==> config.mk <==
export PLATFORM = sky130hd
export DESIGN_NAME = mem_arbiter_flat
export DESIGN_NICKNAME = d
export VERILOG_FILES = /design/src/rtl/mem_arbiter_if.sv /design/src/rtl/mem_arbiter.sv /design/src/flat_wrapper.sv
export SDC_FILE = /design/constraint.sdc
export NUM_CORES = 1
export LEC_CHECK = 0
export CAP_MARGIN = 40
export CORE_AREA = 2 2 332 334
export CTS_BUF_LIST = sky130_fd_sc_hd__clkbuf_4 sky130_fd_sc_hd__clkbuf_8 sky130_fd_sc_hd__clkbuf_16
export CTS_CLUSTER_SIZE = 16
export DETAILED_ROUTE_END_ITERATION = 6
export DIE_AREA = 0 0 334 336
export DONT_BUFFER_PORTS = 1
export GPL_ROUTABILITY_DRIVEN = 0
export PLACE_DENSITY_LB_ADDON = 0.08
export SLEW_MARGIN = 0
export SYNTH_ARGS = -nofsm -noshare
export SYNTH_HDL_FRONTEND = slang
export SYNTH_SLANG_ARGS = --single-unit
==> constraint.sdc <==
create_clock -name clk -period 2.4 [get_ports clk]
set_clock_uncertainty 0.2 [all_clocks]
set_input_delay 0.48 -clock clk [delete_from_list [all_inputs] [get_ports clk]]
set_output_delay 0.48 -clock clk [all_outputs]
set_load 0.1 [all_outputs]
==> src/rtl/mem_arbiter_if.sv <==
// Block-memory command/response bundle between a cache, the arbiter and the memory model.
// The master side issues read/write commands; the slave side answers with ready and read data.
interface mem_arbiter_if #(
    parameter int ADDR_W = 28,
    parameter int DATA_W = 128
);
    logic              read;
    logic              write;
    logic [ADDR_W-1:0] addr;
    logic [DATA_W-1:0] wdata;
    logic [DATA_W-1:0] rdata;
    logic              ready;

    modport master (output read, write, addr, wdata, input rdata, ready);
    modport slave  (input read, write, addr, wdata, output rdata, ready);
endinterface

==> src/rtl/mem_arbiter.sv <==
// Round-robin arbiter sharing one 128-bit block memory port between the instruction
// cache (client 0) and the data cache (client 1); one block transaction at a time.
module mem_arbiter #(
    parameter int ADDR_W = 28,
    parameter int DATA_W = 128
) (
    input  logic          clk,
    input  logic          proc_reset,
    mem_arbiter_if.slave  c0,
    mem_arbiter_if.slave  c1,
    mem_arbiter_if.master mem
);

    typedef enum logic [1:0] {
        S_IDLE    = 2'd0,
        S_BUSY    = 2'd1,
        S_RELEASE = 2'd2
    } state_t;

    state_t            state;
    logic              last_grant;
    logic              grant_idx;

    logic              req0;
    logic              req1;
    logic              pick;
    logic              pick_write;
    logic [ADDR_W-1:0] pick_addr;
    logic [DATA_W-1:0] pick_wdata;
    logic              done;

    // Arbitration: a lone requester wins outright, a tie goes to whoever was not served last.
    always_comb begin
        // NOTE: every always_comb output is given a default first, so no path can infer a latch.
        req0       = c0.read | c0.write;
        req1       = c1.read | c1.write;
        pick       = 1'b0;
        if (req0 && req1) begin
            pick = ~last_grant;
        end else if (req1) begin
            pick = 1'b1;
        end
        pick_write = pick ? c1.write : c0.write;
        pick_addr  = pick ? c1.addr  : c0.addr;
        pick_wdata = pick ? c1.wdata : c0.wdata;
    end

    // Completion reaches only the granted client, and only while a command is outstanding.
    assign done     = (state == S_BUSY) && mem.ready;
    assign c0.ready = done && !grant_idx;
    assign c1.ready = done &&  grant_idx;
    assign c0.rdata = mem.rdata;
    assign c1.rdata = mem.rdata;

    always_ff @(posedge clk or negedge proc_reset) begin
        if (!proc_reset) begin
            state      <= S_IDLE;
            last_grant <= 1'b1;
            grant_idx  <= 1'b0;
            mem.read   <= 1'b0;
            mem.write  <= 1'b0;
            mem.addr   <= '0;
            mem.wdata  <= '0;
        end else begin
            // NOTE: sequential state uses non-blocking assignments so every flop samples pre-edge values.
            case (state)
                S_IDLE: begin
                    if (req0 || req1) begin
                        grant_idx  <= pick;
                        last_grant <= pick;
                        mem.write  <= pick_write;
                        mem.read   <= ~pick_write;
                        mem.addr   <= pick_addr;
                        mem.wdata  <= pick_wdata;
                        state      <= S_BUSY;
                    end
                end
                S_BUSY: begin
                    if (mem.ready) begin
                        mem.read  <= 1'b0;
                        mem.write <= 1'b0;
                        mem.addr  <= '0;
                        mem.wdata <= '0;
                        state     <= S_RELEASE;
                    end
                end
                // Dead cycle so the finished client can drop its registered request.
                S_RELEASE: state <= S_IDLE;
                default:   state <= S_IDLE;
            endcase
        end
    end

endmodule
==> src/flat_wrapper.sv <==
// flat-port wrapper written by rule: the top's interface ports become plain ports
module mem_arbiter_flat 
#(
    parameter int ADDR_W = 28,
    parameter int DATA_W = 128
)
  (clk, proc_reset, c0_read, c0_write, c0_addr, c0_wdata, c0_rdata, c0_ready, c1_read, c1_write, c1_addr, c1_wdata, c1_rdata, c1_ready, mem_read, mem_write, mem_addr, mem_wdata, mem_rdata, mem_ready);
  mem_arbiter_if #(.ADDR_W(ADDR_W), .DATA_W(DATA_W)) c0_i ();
  mem_arbiter_if #(.ADDR_W(ADDR_W), .DATA_W(DATA_W)) c1_i ();
  mem_arbiter_if #(.ADDR_W(ADDR_W), .DATA_W(DATA_W)) mem_i ();
  input  logic clk;
  input  logic proc_reset;
  input wire logic [$bits(c0_i.read)-1:0] c0_read;
  input wire logic [$bits(c0_i.write)-1:0] c0_write;
  input wire logic [$bits(c0_i.addr)-1:0] c0_addr;
  input wire logic [$bits(c0_i.wdata)-1:0] c0_wdata;
  output wire logic [$bits(c0_i.rdata)-1:0] c0_rdata;
  output wire logic [$bits(c0_i.ready)-1:0] c0_ready;
  input wire logic [$bits(c1_i.read)-1:0] c1_read;
  input wire logic [$bits(c1_i.write)-1:0] c1_write;
  input wire logic [$bits(c1_i.addr)-1:0] c1_addr;
  input wire logic [$bits(c1_i.wdata)-1:0] c1_wdata;
  output wire logic [$bits(c1_i.rdata)-1:0] c1_rdata;
  output wire logic [$bits(c1_i.ready)-1:0] c1_ready;
  output wire logic [$bits(mem_i.read)-1:0] mem_read;
  output wire logic [$bits(mem_i.write)-1:0] mem_write;
  output wire logic [$bits(mem_i.addr)-1:0] mem_addr;
  output wire logic [$bits(mem_i.wdata)-1:0] mem_wdata;
  input wire logic [$bits(mem_i.rdata)-1:0] mem_rdata;
  input wire logic [$bits(mem_i.ready)-1:0] mem_ready;
  assign c0_i.read = c0_read;
  assign c0_i.write = c0_write;
  assign c0_i.addr = c0_addr;
  assign c0_i.wdata = c0_wdata;
  assign c0_rdata = c0_i.rdata;
  assign c0_ready = c0_i.ready;
  assign c1_i.read = c1_read;
  assign c1_i.write = c1_write;
  assign c1_i.addr = c1_addr;
  assign c1_i.wdata = c1_wdata;
  assign c1_rdata = c1_i.rdata;
  assign c1_ready = c1_i.ready;
  assign mem_read = mem_i.read;
  assign mem_write = mem_i.write;
  assign mem_addr = mem_i.addr;
  assign mem_wdata = mem_i.wdata;
  assign mem_i.rdata = mem_rdata;
  assign mem_i.ready = mem_ready;
  mem_arbiter #(.ADDR_W(ADDR_W), .DATA_W(DATA_W)) u_core (.clk(clk), .proc_reset(proc_reset), .c0(c0_i), .c1(c1_i), .mem(mem_i));
endmodule
Word-level counts from Yosys, hierarchy flattened
Cells that the tools add are included.

cells by class
  reductions and logical operators = 11
  bitwise operators = 4
  multiplexer cells = 19
  equal/unequal tests = 3

operators with widths
  cell                  count
  $mux W128             3
  $pmux W128 S2         1
  $mux W28              3
  $pmux W28 S2          1
  $mux W1               6
  $logic_and A1 B1 Y1   4
  $mux W2               2
  $pmux W1 S2           2
  $pmux W2 S2           1
  $reduce_and A2 Y1     2
  $reduce_and A3 Y1     1
  $eq A2 B1 Y1 const B  1
  $logic_not A2 Y1      1
  $ne A2 B1 Y1 const B  1
  $ne A2 B2 Y1 const B  1
  $not A1 Y1            2
  $or A1 B1 Y1          2
  $reduce_bool A2 Y1    1
  $logic_not A1 Y1      1
  $logic_or A1 B1 Y1    1

word-level totals
  bits of input ports = 447
  bits in registers = 162

Depth between registers and ports, before layout
  depth after elaboration = 7
  mapped depth = 7

Least setup slack after synthesis
OpenSTA, ideal clock, no wires.

  kind = input-to-output
  from = input mem_ready
  to = output c0_ready
  data arrival time = 2515 ps
  setup slack = -795 ps
  required time = 1720 ps
  stages on the path = 6
  cells stage by stage = inv_1 or2_2 clkbuf_1 buf_2 buf_2 nor2_1

between the ends
  cells in the longest elaborated chain, start to end = 2

ends and longest elaborated chain
  what                 RTL line            source
  start, declared      flat_wrapper.sv:30  input wire logic [$bits(mem_i.ready)-1:0] mem_ready;
  $logic_and A1 B1 Y1  mem_arbiter.sv:49   assign done = (state == S_BUSY) && mem.ready;
  $logic_and A1 B1 Y1  mem_arbiter.sv:50   assign c0.ready = done && !grant_idx;
  end, declared        flat_wrapper.sv:18  output wire logic [$bits(c0_i.ready)-1:0] c0_ready;

Every way passes these cells.

Final worst setup path
  from = register u_core.last_grant
  to = register u_core.mem.wdata[57]

between the ends
  cells in the longest elaborated chain, start to end = 5

ends and longest elaborated chain
  what                    RTL line              source
  start, declared         mem_arbiter.sv:21     logic last_grant;
  start signal, assigned  mem_arbiter.sv:70     last_grant <= pick;
  $not A1 Y1              mem_arbiter.sv:39     pick = ~last_grant;
  $mux W1                 mem_arbiter.sv:38     if (req0 && req1) begin
  $mux W128               mem_arbiter.sv:45     pick_wdata = pick ? c1.wdata : c0.wdata;
  $mux W128               mem_arbiter.sv:68     if (req0 || req1) begin
  $pmux W128 S2           mem_arbiter.sv:66     case (state)
  end signal, assigned    mem_arbiter.sv:74     mem.wdata <= pick_wdata;
  end, declared           mem_arbiter_if.sv:14  modport master (output read, write, addr, wdata, input rdata, ready);

Every way passes these cells. The select of a mux whose other input is x is not followed.
A chain may end at the register's enable or synchronous reset.

==> reports/results.txt <==
Status: finished with violations
Failing checks: hold timing
Die ar.: 0.112 mm2
Area grow syn2layout: 48.4%
Number of global-route vias before repair: 7801
Cell Pwr Density: 1690 mW/mm2
Sequential area share after synthesis: 41.9%
Area occupied by multi-input gates: 0.00330 mm2
Mean Syn Cell Area: 9.90 um2
Routed wire length: 42700 um
Total negative slack: 0 ns
H-tree levels: 4
RSZ-0062 raised after global routing: yes
# clock sinks: 162
Row count: 121
DRT iter0 DRCs: 191
Total core area: 0.108 mm2
Starting density of the core: 8.93%
Post-synth top area cell: dfrtp_1
Slew headroom: 63.6%
Count leader, synth: buf_4
GRT Overall Usage: 7.22%
WL/cell: 16.5 um
Initial antenna violation count: 3
Critical path type: flop to flop
Die width: 334 um
# DRC: 0
Port bufs: 0
# fillers: 12300
Net count after synthesis: 1425
First-pass GRT wire length: 57400 um
Number of antenna-violating nets in the routed design: 0
Clk_lat worst skew: 0.50 ns
GRT overflow: 0
Top post-synthesis cells by area: dfrtp_1 42%, buf_4 21%, mux2i_1 16%
Post-synth EDFFs: 0
Crit-path max FO: 15
Layout cell share with drive strength beyond 1: 21.4%
Most common flop cell mapped by yosys: dfrtp_1
#FFs+latches synth: 162
Crit share post-route: 97.7%
Clk root buf: clkbuf_16
Largest net degree at the start of global routing: 163
Hold crit path type: primary input to asynchronous set/reset pin
DRT Pass-1 Iters: 4
Post-Synthesis Cell Area: 0.00968 mm2
Nets: 1607
Most common library cells after synthesis: 274 x buf_4, 161 x dfrtp_1, 157 x nand3_1, 156 x mux2i_1, 138 x o21ai_0
Yosys cell types: 22
Clock Pin Slew Worst Setup and Hold Paths: 0.08 ns
Die height: 336 um
MaxCap Viol Count: 0
Crit path time final: 2.34 ns
Final setup viols: 0
Longest Clk Path Bufs: 2
Highest clock rate: 0.427 GHz
CTS buffer count: 17
VDD IR-drop max: 0.379 mV
Final hold viol count: 162
Vias per std cell: 2.84
Post-synth ARST share: 100%
Crit start category: flop
Worst-margin pin slew: 0.544 ns
Ports: 863
TritonCTS clock tree: built
Reg area: 0.00406 mm2
Syn Inst Count: 978
Synth top area share: 41.6%
Hold Worst Slack: -0.530 ns
Final core occ: 13.3%
Data arrival time of the worst path: 2.55 ns
Worst setup EP type: flop
Hpwl dp: 29700 um
Worst EP required: 2.60 ns
Via count: 7349
Leak Pwr: 6.10 nW
Synth Warn #: 0
Slew Limit Fails: 0
[per-layer routing]
layer	wire, um	vias to the layer above	global-route usage (%)
met5	13	-	0
met4	1920	2	4.23
met3	4520	110	3.83
met2	20700	407	11.9
met1	15600	3346	7.29
li1	-	3484	-
[cells in the final DEF, fill, tap and decap left out, drive strengths merged, types with 3 or more instances in the layout]
cell / n
inv: 3
clkinv: 5
dlygate4sd3: 282
dfrtp: 161
o21ai: 159
buf: 205
clkbuf: 24
nand3: 157
mux2i: 156
[flip-flops by register name, indices dropped and copies added (netlist names)]
name	cells
u_core.mem.write	1
u_core.last_grant	1
u_core.mem.wdata	128
u_core.mem.addr	28
u_core.mem.read	1
u_core.state	2
u_core.grant_idx	1
[power by group]
part	switching, mW	internal (mW)
clock network	1.40	1.61
registers	0.415	3.98
logic	12.9	4.05
total	14.7	9.65
[cell families after synthesis]
logic type             Yosys count  share of synthesized area [%]
AND/OR/NAND/NOR                164                           8.52
flip-flops                     162                           41.9
AO/OA/AOI/OAI                  165                           8.76
buffers and inverters          330                           24.6
multiplexers                   157                           16.2
[worst paths after layout]
| check | cells after the start | slack [ns] | startpoint | end |
|---|---|---|---|---|
| hold / removal | 0 | -0.53 | proc_reset | u_core.mem.wdata[124] |
| setup reg to reg | 7 | 0.06 | u_core.last_grant | u_core.mem.wdata[57] |
| hold reg to reg | 2 | 0.30 | u_core.mem.wdata[16] | u_core.mem.wdata[16] |
| min in group clk | 2 | 0.05 | c1_addr[2] | u_core.mem.addr[2] |
| setup / recovery | 7 | 0.06 | u_core.last_grant | u_core.mem.wdata[57] |
| max in group asynchronous | 0 | 2.14 | proc_reset | u_core.mem.addr[6] |
[per-stage QoR]
stage	std cells	area (um2)	setup WS [ns]	power [mW]	hold WS, ns
floorplan	978	9690	-0.0211	18.7	-0.0156
global placement	2264	10800	0.101	20.8	-0.00716
detailed placement	2265	10800	0.126	20.9	-0.00731
CTS	2580	14200	-0.0311	24.7	-0.604
global route	2588	14400	-0.0345	25.8	-0.597
finish	2588	14400	0.0557	24.3	-0.530
[cell type report]
class                           instances  area share [%]
Clock buffer                           22            3.31
Timing Repair Buffer                  490            32.3
Multi-Input combinational cell        486            23.0
Sequential cell                       162            28.2
Clock inverter                          9           0.749
Antenna cell                            2          0.0348
Inverter                                3          0.0784
Tap cell                             1414            12.3
[timing repair]
action	4_1_cts	5_1_grt
gates cloned	0	2
pin swaps	1	1
hold endpoints to repair	306	163
setup endpoints to repair	1	13
resized for setup	3	16
hold buffers	283	1
setup buffers	1	4
[critical path: stages, from the launching register on]
cell and delay [ns]:
dfstp_2 0.56, o21ai_0 0.10, o21a_4 0.16, buf_12 0.14
buf_16 0.16, mux2i_1 0.15, dlygate4sd3_1 0.57, o21ai_0 0.16
No activity file was read; power rests on OpenSTA's default activity.
